### src/rtl/tport_pkg.sv
// Shared types and constants for the shared target-port arbiter.
package tport_pkg;

    localparam int TPORT_ADDR_W = 32;
    localparam int TPORT_DATA_W = 32;

    // Privilege encodings carried on treqpriv
    localparam logic [1:0] PRIV_U = 2'b00;
    localparam logic [1:0] PRIV_S = 2'b01;
    localparam logic [1:0] PRIV_M = 2'b11;

    // Master identifier: 0 = instruction fetch, 1 = data/debug
    typedef logic tport_mid_t;
    localparam tport_mid_t MID_FETCH = 1'b0;
    localparam tport_mid_t MID_DATA  = 1'b1;

    typedef struct packed {
        logic [1:0]              priv;
        logic [TPORT_ADDR_W-1:0] addr;
    } tport_req_t;

    typedef struct packed {
        logic                    rerr;
        logic [TPORT_DATA_W-1:0] data;
    } tport_rsp_t;

endpackage

### src/rtl/tport_id_fifo.sv
// Small FIFO holding the master ID of every accepted-but-unanswered request.
// Push is refused while full and pop while empty; a pop never frees room for
// a push in the same cycle.
module tport_id_fifo #(
    parameter int DEPTH = 4,
    parameter int WIDTH = 1
) (
    input  logic             clk,
    input  logic             resetb,
    input  logic             push,
    input  logic             pop,
    input  logic [WIDTH-1:0] din,
    output logic [WIDTH-1:0] head,
    output logic             full,
    output logic             empty
);

    localparam int PTR_W = $clog2(DEPTH);
    localparam int CNT_W = PTR_W + 1;

    logic [WIDTH-1:0] mem_q [DEPTH];
    logic [PTR_W-1:0] wptr_q, wptr_d;
    logic [PTR_W-1:0] rptr_q, rptr_d;
    logic [CNT_W-1:0] count_q, count_d;
    logic             do_push;
    logic             do_pop;

    assign full  = (count_q == CNT_W'(DEPTH));
    assign empty = (count_q == '0);
    assign head  = mem_q[rptr_q];

    // Next pointer/count values; power-of-two depth lets pointers wrap naturally
    always_comb begin
        do_push = push & ~full;
        do_pop  = pop & ~empty;
        wptr_d  = wptr_q;
        rptr_d  = rptr_q;
        count_d = count_q;
        if (do_push) wptr_d = wptr_q + PTR_W'(1);
        if (do_pop)  rptr_d = rptr_q + PTR_W'(1);
        if (do_push && !do_pop)      count_d = count_q + CNT_W'(1);
        else if (do_pop && !do_push) count_d = count_q - CNT_W'(1);
    end

    // Pointer and occupancy registers
    always_ff @(posedge clk or negedge resetb) begin
        if (!resetb) begin
            wptr_q  <= '0;
            rptr_q  <= '0;
            count_q <= '0;
        end else begin
            wptr_q  <= wptr_d;
            rptr_q  <= rptr_d;
            count_q <= count_d;
        end
    end

    // Storage array; contents are meaningless while empty so it is not reset
    always_ff @(posedge clk) begin
        if (do_push) mem_q[wptr_q] <= din;
    end

endmodule

### src/rtl/tport_arbiter_2x1.sv
// Shares one request/response target port between a fetch master (m0) and a
// data/debug master (m1). Requests are arbitrated round-robin with a hold that
// keeps the grant stable across a stalled handshake; responses come back in
// order and are steered by an outstanding-ID FIFO. No cycles are added.
module tport_arbiter_2x1 #(
    parameter int C_OUTSTANDING = 4,
    parameter int C_ADDR_W      = 32,
    parameter int C_DATA_W      = 32
) (
    input  logic                clk,
    input  logic                resetb,
    // master 0 (fetch)
    output logic                m0_treqready,
    input  logic                m0_treqvalid,
    input  logic [1:0]          m0_treqpriv,
    input  logic [C_ADDR_W-1:0] m0_treqaddr,
    input  logic                m0_trspready,
    output logic                m0_trspvalid,
    output logic                m0_trsprerr,
    output logic [C_DATA_W-1:0] m0_trspdata,
    // master 1 (data/debug)
    output logic                m1_treqready,
    input  logic                m1_treqvalid,
    input  logic [1:0]          m1_treqpriv,
    input  logic [C_ADDR_W-1:0] m1_treqaddr,
    input  logic                m1_trspready,
    output logic                m1_trspvalid,
    output logic                m1_trsprerr,
    output logic [C_DATA_W-1:0] m1_trspdata,
    // shared slave
    input  logic                s_treqready,
    output logic                s_treqvalid,
    output logic [1:0]          s_treqpriv,
    output logic [C_ADDR_W-1:0] s_treqaddr,
    output logic                s_trspready,
    input  logic                s_trspvalid,
    input  logic                s_trsprerr,
    input  logic [C_DATA_W-1:0] s_trspdata,
    output logic                stray_rsp
);

    import tport_pkg::*;

    tport_mid_t gnt;
    tport_mid_t head_id;
    tport_mid_t rr_last_q, rr_last_d;
    tport_mid_t held_q, held_d;
    logic       hold_q, hold_d;
    logic       stray_q, stray_d;
    logic       fifo_full, fifo_empty;
    logic       gnt_valid;
    logic       accept;
    logic       pop;
    logic       head_ready;

    // Grant select: a stalled handshake keeps its master, otherwise round-robin
    always_comb begin
        if (hold_q)                          gnt = held_q;
        else if (m0_treqvalid && !m1_treqvalid) gnt = MID_FETCH;
        else if (m1_treqvalid && !m0_treqvalid) gnt = MID_DATA;
        else                                 gnt = ~rr_last_q;
    end

    // Request path mux; a full ID FIFO blocks forwarding entirely
    always_comb begin
        gnt_valid    = (gnt == MID_DATA) ? m1_treqvalid : m0_treqvalid;
        s_treqvalid  = gnt_valid & ~fifo_full;
        s_treqpriv   = (gnt == MID_DATA) ? m1_treqpriv : m0_treqpriv;
        s_treqaddr   = (gnt == MID_DATA) ? m1_treqaddr : m0_treqaddr;
        m0_treqready = (gnt == MID_FETCH) & s_treqready & ~fifo_full;
        m1_treqready = (gnt == MID_DATA)  & s_treqready & ~fifo_full;
        accept       = s_treqvalid & s_treqready;
    end

    // Arbitration state: remember the last winner, pin the grant while stalled
    always_comb begin
        rr_last_d = rr_last_q;
        hold_d    = hold_q;
        held_d    = held_q;
        if (accept) begin
            rr_last_d = gnt;
            hold_d    = 1'b0;
        end else if (s_treqvalid) begin
            hold_d = 1'b1;
            held_d = gnt;
        end
    end

    // Response routing by FIFO head; with nothing outstanding the slave is sunk
    always_comb begin
        head_ready   = (head_id == MID_DATA) ? m1_trspready : m0_trspready;
        m0_trspvalid = s_trspvalid & ~fifo_empty & (head_id == MID_FETCH);
        m1_trspvalid = s_trspvalid & ~fifo_empty & (head_id == MID_DATA);
        s_trspready  = fifo_empty ? 1'b1 : head_ready;
        m0_trsprerr  = s_trsprerr;
        m1_trsprerr  = s_trsprerr;
        m0_trspdata  = s_trspdata;
        m1_trspdata  = s_trspdata;
        pop          = s_trspvalid & s_trspready & ~fifo_empty;
        stray_d      = s_trspvalid & fifo_empty;
    end

    assign stray_rsp = stray_q;

    // Control registers; rr_last resets to m1 so m0 wins the first tie
    always_ff @(posedge clk or negedge resetb) begin
        if (!resetb) begin
            rr_last_q <= MID_DATA;
            hold_q    <= 1'b0;
            held_q    <= MID_FETCH;
            stray_q   <= 1'b0;
        end else begin
            rr_last_q <= rr_last_d;
            hold_q    <= hold_d;
            held_q    <= held_d;
            stray_q   <= stray_d;
        end
    end

    tport_id_fifo #(
        .DEPTH (C_OUTSTANDING),
        .WIDTH (1)
    ) u_id_fifo (
        .clk    (clk),
        .resetb (resetb),
        .push   (accept),
        .pop    (pop),
        .din    (gnt),
        .head   (head_id),
        .full   (fifo_full),
        .empty  (fifo_empty)
    );

endmodule

### config.mk
export PLATFORM = sky130hd
export DESIGN_NAME = tport_arbiter_2x1
export DESIGN_NICKNAME = d
export VERILOG_FILES = /design/src/rtl/tport_pkg.sv /design/src/rtl/tport_id_fifo.sv /design/src/rtl/tport_arbiter_2x1.sv
export SDC_FILE = /design/constraint.sdc
export NUM_CORES = 1
export LEC_CHECK = 0
export CORE_ASPECT_RATIO = 0.75
export CORE_MARGIN = 2
export CORE_UTILIZATION = 27
export DETAILED_ROUTE_END_ITERATION = 10
export GPL_ROUTABILITY_DRIVEN = 1
export GPL_TIMING_DRIVEN = 0
export PLACE_DENSITY = 0.82
export REMOVE_ABC_BUFFERS = 1
export SLEW_MARGIN = 0
export SYNTH_ARGS = -nofsm -noshare
export SYNTH_HDL_FRONTEND = slang
export SYNTH_SLANG_ARGS = --single-unit
### constraint.sdc
create_clock -name clk -period 3.1 [get_ports clk]
set_input_delay 0.31 -clock clk [delete_from_list [all_inputs] [get_ports clk]]
set_output_delay 0.31 -clock clk [all_outputs]
set_load 0.02 [all_outputs]
# [Yosys cells after proc, flatten, opt, wreduce, memory -nomap -nowiden]
# Memories as Yosys holds them, arrays and structs flattened.
# Index checks and enable logic that the tools add are counted.
[totals] output_inout_bits=107 n_memories=1 ram_bits=4 regBits=11
[memory_table] memory="u_id_fifo.mem_q" words=4 width=1 rd=1 rd_ports_with_merged_regs=0 wr=1 line_no="tport_id_fifo.sv:21" text="logic [WIDTH-1:0] mem_q [DEPTH];"
[op_classes] bitwise_logic=20 addsub=4 muxes=14 reduce_logical=12 eq_ne=1
[ops] operator="$mux 32" n=1
[ops] operator="$and 1x1->1" n=14
[ops] operator="$mux 1" n=10
[ops] operator="$mux 3" n=2
[ops] operator="$not 1->1" n=6
[ops] operator="$add 2x1->2 const B" n=2
[ops] operator="$logic_and 1x1->1" n=4
[ops] operator="$logic_not 1->1" n=4
[ops] operator="$reduce_bool 2->1" n=2
[ops] operator="$add 3x1->3 const B" n=1
[ops] operator="$eq 3x3->1 const B" n=1
[ops] operator="$logic_not 3->1" n=1
[ops] operator="$sub 3x1->3 const B" n=1
[ops] operator="$mux 2" n=1
[ops] operator="$reduce_and 2->1" n=1

# [Depth between registers and ports, before layout]
[logic_depth] ltp_word=13 ltp_mapped=10 mapped_depth_nobuf=10

# [Cells and area by module]
# Synthesis repeated with hierarchy kept, for this count alone.
[hier_totals] hier_cells=175 area_unflattened_um2=1754.2
[by_module_without_submodules] module="tport_arbiter_2x1" cells_per_inst=134 area_each_um2=1186.1 instances=1
[by_module_without_submodules] module="tport_id_fifo" cells_per_inst=41 area_each_um2=568.0 instances=1

# [Worst setup path after synthesis]
# No wires, ideal clock.
[synth_path] path_kind="reg2reg" from="register u_id_fifo.rptr_q[1]" to="register u_id_fifo.count_q[1]" n_path_buf=0 t_required_ns=2.975 stages_incl_launch_ff=9 synth_period_minus_slack_ns=2.245 arrival_ns=2.121 path_slack_ns=0.855 path_cell_list="dfrtp_1 mux2i_1 mux2i_1 mux2i_1 or2_2 ha_1 inv_1 fa_1 mux2_2"
[synth_via] elab_chain_cells=9 word_cells_on_any_way=11 cone_classes="3 x mux; 3 x bitwise; 4 x reduce/logical; 1 x memory"
[synth_lines] item="from (decl)" line_no="tport_id_fifo.sv:23" text="logic [PTR_W-1:0] rptr_q, rptr_d;"
[synth_lines] item="from (signal assigned)" line_no="tport_id_fifo.sv:53" text="rptr_q <= rptr_d;"
[synth_lines] item="$mem_v2 4x1"
[synth_lines] item="$mux 1" line_no="tport_arbiter_2x1.sv:91" text="head_ready = (head_id == MID_DATA) ? m1_trspready : m0_trspready;"
[synth_lines] item="$mux 1" line_no="tport_arbiter_2x1.sv:94" text="s_trspready = fifo_empty ? 1'b1 : head_ready;"
[synth_lines] item="$and 1x1->1 (2 in series)" line_no="tport_arbiter_2x1.sv:99" text="pop = s_trspvalid & s_trspready & ~fifo_empty;"
[synth_lines] item="$and 1x1->1" line_no="tport_id_fifo.sv:35" text="do_pop = pop & ~empty;"
[synth_lines] item="$logic_not 1->1" line_no="tport_id_fifo.sv:41" text="if (do_push && !do_pop) count_d = count_q + CNT_W'(1);"
[synth_lines] item="$logic_and 1x1->1" line_no="tport_id_fifo.sv:41"
[synth_lines] item="$mux 3" line_no="tport_id_fifo.sv:41"
[synth_lines] item="net u_id_fifo.count_d[1]" line_no="tport_id_fifo.sv:24" text="logic [CNT_W-1:0] count_q, count_d;"
[synth_lines] item="to (signal assigned)" line_no="tport_id_fifo.sv:54" text="count_q <= count_d;"
[synth_lines] item="to (decl)" line_no="tport_id_fifo.sv:24"
# The timed path passes the listed nets, and every way through them passes these cells.
# A chain may end at the register's enable or synchronous reset.

# [Worst setup path after layout]
[layout_path] from="input m1_treqvalid" to="output s_treqaddr[27]"
[layout_via] elab_chain_cells=5 word_cells_on_any_way=7 cone_classes="4 x mux; 3 x reduce/logical"
[layout_lines] item="from (decl)" line_no="tport_arbiter_2x1.sv:23" text="input logic m1_treqvalid,"
[layout_lines] item="$logic_and 1x1->1 / $logic_not 1->1 (equally long branches)" line_no="tport_arbiter_2x1.sv:60, tport_arbiter_2x1.sv:59"
[layout_lines] item="$mux 1 / $logic_and 1x1->1 (equally long branches)" line_no="tport_arbiter_2x1.sv:60, tport_arbiter_2x1.sv:59"
[layout_lines] item="$mux 1 (*)" line_no="tport_arbiter_2x1.sv:59" text="else if (m0_treqvalid && !m1_treqvalid) gnt = MID_FETCH;"
[layout_lines] item="$mux 1 (*)" line_no="tport_arbiter_2x1.sv:58" text="if (hold_q) gnt = held_q;"
[layout_lines] item="$mux 32 (*)" line_no="tport_arbiter_2x1.sv:69" text="s_treqaddr = (gnt == MID_DATA) ? m1_treqaddr : m0_treqaddr;"
[layout_lines] item="to (decl)" line_no="tport_arbiter_2x1.sv:34" text="output logic [C_ADDR_W-1:0] s_treqaddr,"
# Every way passes the cells marked *; elsewhere a longest branch is shown, timed or not.

==> out/qor.csv <==
stage,metric,value,unit
route,vias_per_cell,4.67,
cells_and_area,drive_gt1_share,18.4,%
timing,timing.fmax,353,MHz
synthesis,synth.area.top_cells,"buf_4 28%, mux2_2 20%, dfrtp_1 14%",
timing,worst_pin_slew,660,ps
power_and_ir_drop,leakage,1.03,nW
synthesis,ys_seq_elements,15,
clock_tree,cts_tree,yes,
clock_tree,cts_root_buf,clkbuf_8,
worst_setup_path,timing.rr.start,u_id_fifo.count_q[0],
timing,slew_headroom,55.9,%
worst_setup_path,startpoint_type,primary input,
route,dr.pass1.iters,4,
placed_design,place_ws,-274,ps
synthesis,yosysUniqueCellTypes,32,
global_route,globalRouteOverflowTotal,0,
synthesis,syn_avg_cell_area,9.79,um2
floorplan,die_w,98.3,um
timing,hold_viol_final,0,
global_route,grt_usage,16.4,%
clock_tree,cts.sinks,15,
worst_setup_path,endpoint,s_treqaddr[27],
global_route,grt_pass1_vias,1474,
worst_setup_path,crit_fanout,10,
global_route,grt_start_max_net_pins,22,
worst_setup_path,arrival,2520,ps
clock_tree,clkLatencyLatePin,240,ps
worst_setup_path,r2r_end,u_id_fifo.count_q[1],
clock_tree,cts_resized,0,
power_and_ir_drop,p_per_area,787,nW/um2
floorplan,pin_count,216,
worst_setup_path,crit_type,primary input to primary output,
synthesis,synth_top_area_share,27.5,%
worst_setup_path,cp-end-kind,primary output,
status,status,finished clean,
floorplan,num_rows,25,
timing,finalWorstPathRequiredPeriod,2830,ps
route,drt_iter0_markers,60,
synthesis,yosysTopAreaCell,buf_4,
synthesis,yosysSeqAreaShare,22.0,%
clock_tree,clk_pin_slew,60,ps
clock_tree,htreeDepth,1,
placed_design,placed_area,2550,um2
cells_and_area,layout_common_cells,"116 x clkdlybuf4s50_1, 32 x mux2_2, 10 x dfrtp_1",
power_and_ir_drop,ir_worst_vdd,0.315,mV
route,ant_nets,0,
placed_design,io_buffers,116,
worst_setup_path,r2r_setup_slack,660,ps
synthesis,netlist_instances,184,
timing,setup_violations,0,
timing,drv_slew,0,
cells_and_area,n_antenna_cell,0,
global_route,grt_pass1_wl,8990,um
route,routed_wl,6520,um
route,routedWlPerCell,20.4,um
timing,finalCritPeriodShare,91.4,%
worst_setup_path,crit_path_start,m1_treqvalid,
cells_and_area,nets,355,
timing,holdWs,421,ps
cells_and_area,layout_commonest_cell,clkdlybuf4s50_1,
placed_design,gp_congestion,0.815,
route,drc,0,
clock_tree,clock_path_buffers,2,
global_route,antenna_found_initial,0,
worst_setup_path,rr_worst_depth,7,
min_path,hold_class,primary input to async pin,
cells_and_area,fill_cells,640,
placed_design,dp_hpwl,5570,um
timing,fin_worst_skew,5.83,ps
worst_setup_path,cp.required,2790,ps
synthesis,syn-cell-area,1800,um2
synthesis,ys_warn_count,0,
timing,rsz0062_at_grt,false,
floorplan,die-area,7340,um2
clock_tree,numCtsBuffers,3,
cells_and_area,final_area,2620,um2
job,maxCapViolCount,0,
floorplan,die_h,74.7,um
cells_and_area,area_growth,45.3,%
timing,timing.final.ws_setup,266,ps
floorplan,initial_core_util,28.2,%
floorplan,core,6380,um2
route,num_vias,1494,
[area by class of cell]
class                   instances  area (um2)  area share (%)
inverters                       7        26.3            1.00
well taps                      81         101            3.87
repair buffers                120        1200            45.8
flip-flops and latches         15         397            15.2
multi-input cells              93         848            32.4
clock buffers                   4        45.0            1.72
[critical path, stage by stage]
cell and delay [ps]:
clkdlybuf4s50_1 530, inv_1 140, nor2_1 80, o31ai_4 310, buf_4 250, mux2_2 350, clkdlybuf4s50_1 550
[per-layer routing]
layer  share of wire [%]  routed length (um)  global-route usage [%]
met1                  36                2380                    17.8
met2                  40                2630                    22.1
met3                  22                1460                    17.7
met4               0.046                   3                   0.761
met5                0.72                  47                    8.97
[metrics by stage]
stage	instances	power (W)	utilization, %	TNS [ps]
global route	320	0.00219	41.0	0
detailed placement	313	0.00189	39.9	-5770
CTS	320	0.00209	41.0	0
finish	320	0.00206	41.0	0
floorplan	115	0.00127	-	0
global placement	312	0.00184	39.7	-21340
[state kept, by name, indices dropped and copies added, names as in the netlist]
name,cells
u_id_fifo.count_q,3
stray_rsp,1
u_id_fifo.wptr_q,2
rr_last_q,1
u_id_fifo.rptr_q,2
u_id_fifo.mem_q,4
held_q,1
hold_q,1
[where the power goes]
| part | leakage (nW) | internal [W] | switching [W] | total (W) |
|---|---|---|---|---|
| registers | 0.165 | 0.000301 | 0.0000845 | 0.000385 |
| logic | 0.842 | 0.000832 | 0.000688 | 0.00152 |
| clock network | 0.0228 | 0.0000908 | 0.0000636 | 0.000154 |
[cell families (layout without fill, tap and decap cells)]
family                     count (synthesis)  count (layout)  synth area share (%)
muxes                                     43              43                  26.4
DFF                                       15              15                  22.0
xor gates and xnor gates                   5               5                  2.43
adders and majority gates                  6               6                  4.59
and+or+nand+nor                           29              29                  9.24
AOI/OAI and AO/OA                         10              10                  4.45
buffers and inverters                     76             131                  30.9
[cell usage after synthesis]
library cell	count
buf_4	66
mux2_2	32
dfrtp_1	10
inv_1	7
mux2i_1	7
nor2_1	7
and2_1	5
ha_1	5
edfxtp_1	4
mux2_1	4
nand2_1	4
buf_6	3
o21ai_0	3
xor2_1	3
a21oi_1	2
nand2b_1	2
nor3_1	2
nor3b_1	2
o31ai_1	2
xnor2_1	2
a21oi_2	1
a32o_1	1
and2b_1	1
and3b_1	1
dfstp_2	1
fa_1	1
nand3_1	1
nor2b_1	1
nor3_4	1
o31ai_4	1
or2_2	1
or3_1	1
[worst min path at each step]
stage / start / end / slack (ps) / depth (start not counted)
2_1_floorplan: resetb / held_q / 10 / 0
3_3_place_gp: u_id_fifo.count_q[2] / u_id_fifo.count_q[2] / 470 / 1
3_5_place_dp: u_id_fifo.count_q[2] / u_id_fifo.count_q[2] / 490 / 1
4_1_cts: resetb / u_id_fifo.count_q[1] / 440 / 1
5_1_grt: resetb / u_id_fifo.count_q[2] / 450 / 1
6_report: resetb / u_id_fifo.count_q[1] / 420 / 1
[repair_timing]
action                                 CTS  global route
endpoints found under the hold margin    0             0
hold buffers                             0             0
setup endpoints to repair               35             0
setup buffers                            3             0
(Power assumes the default switching activity.)
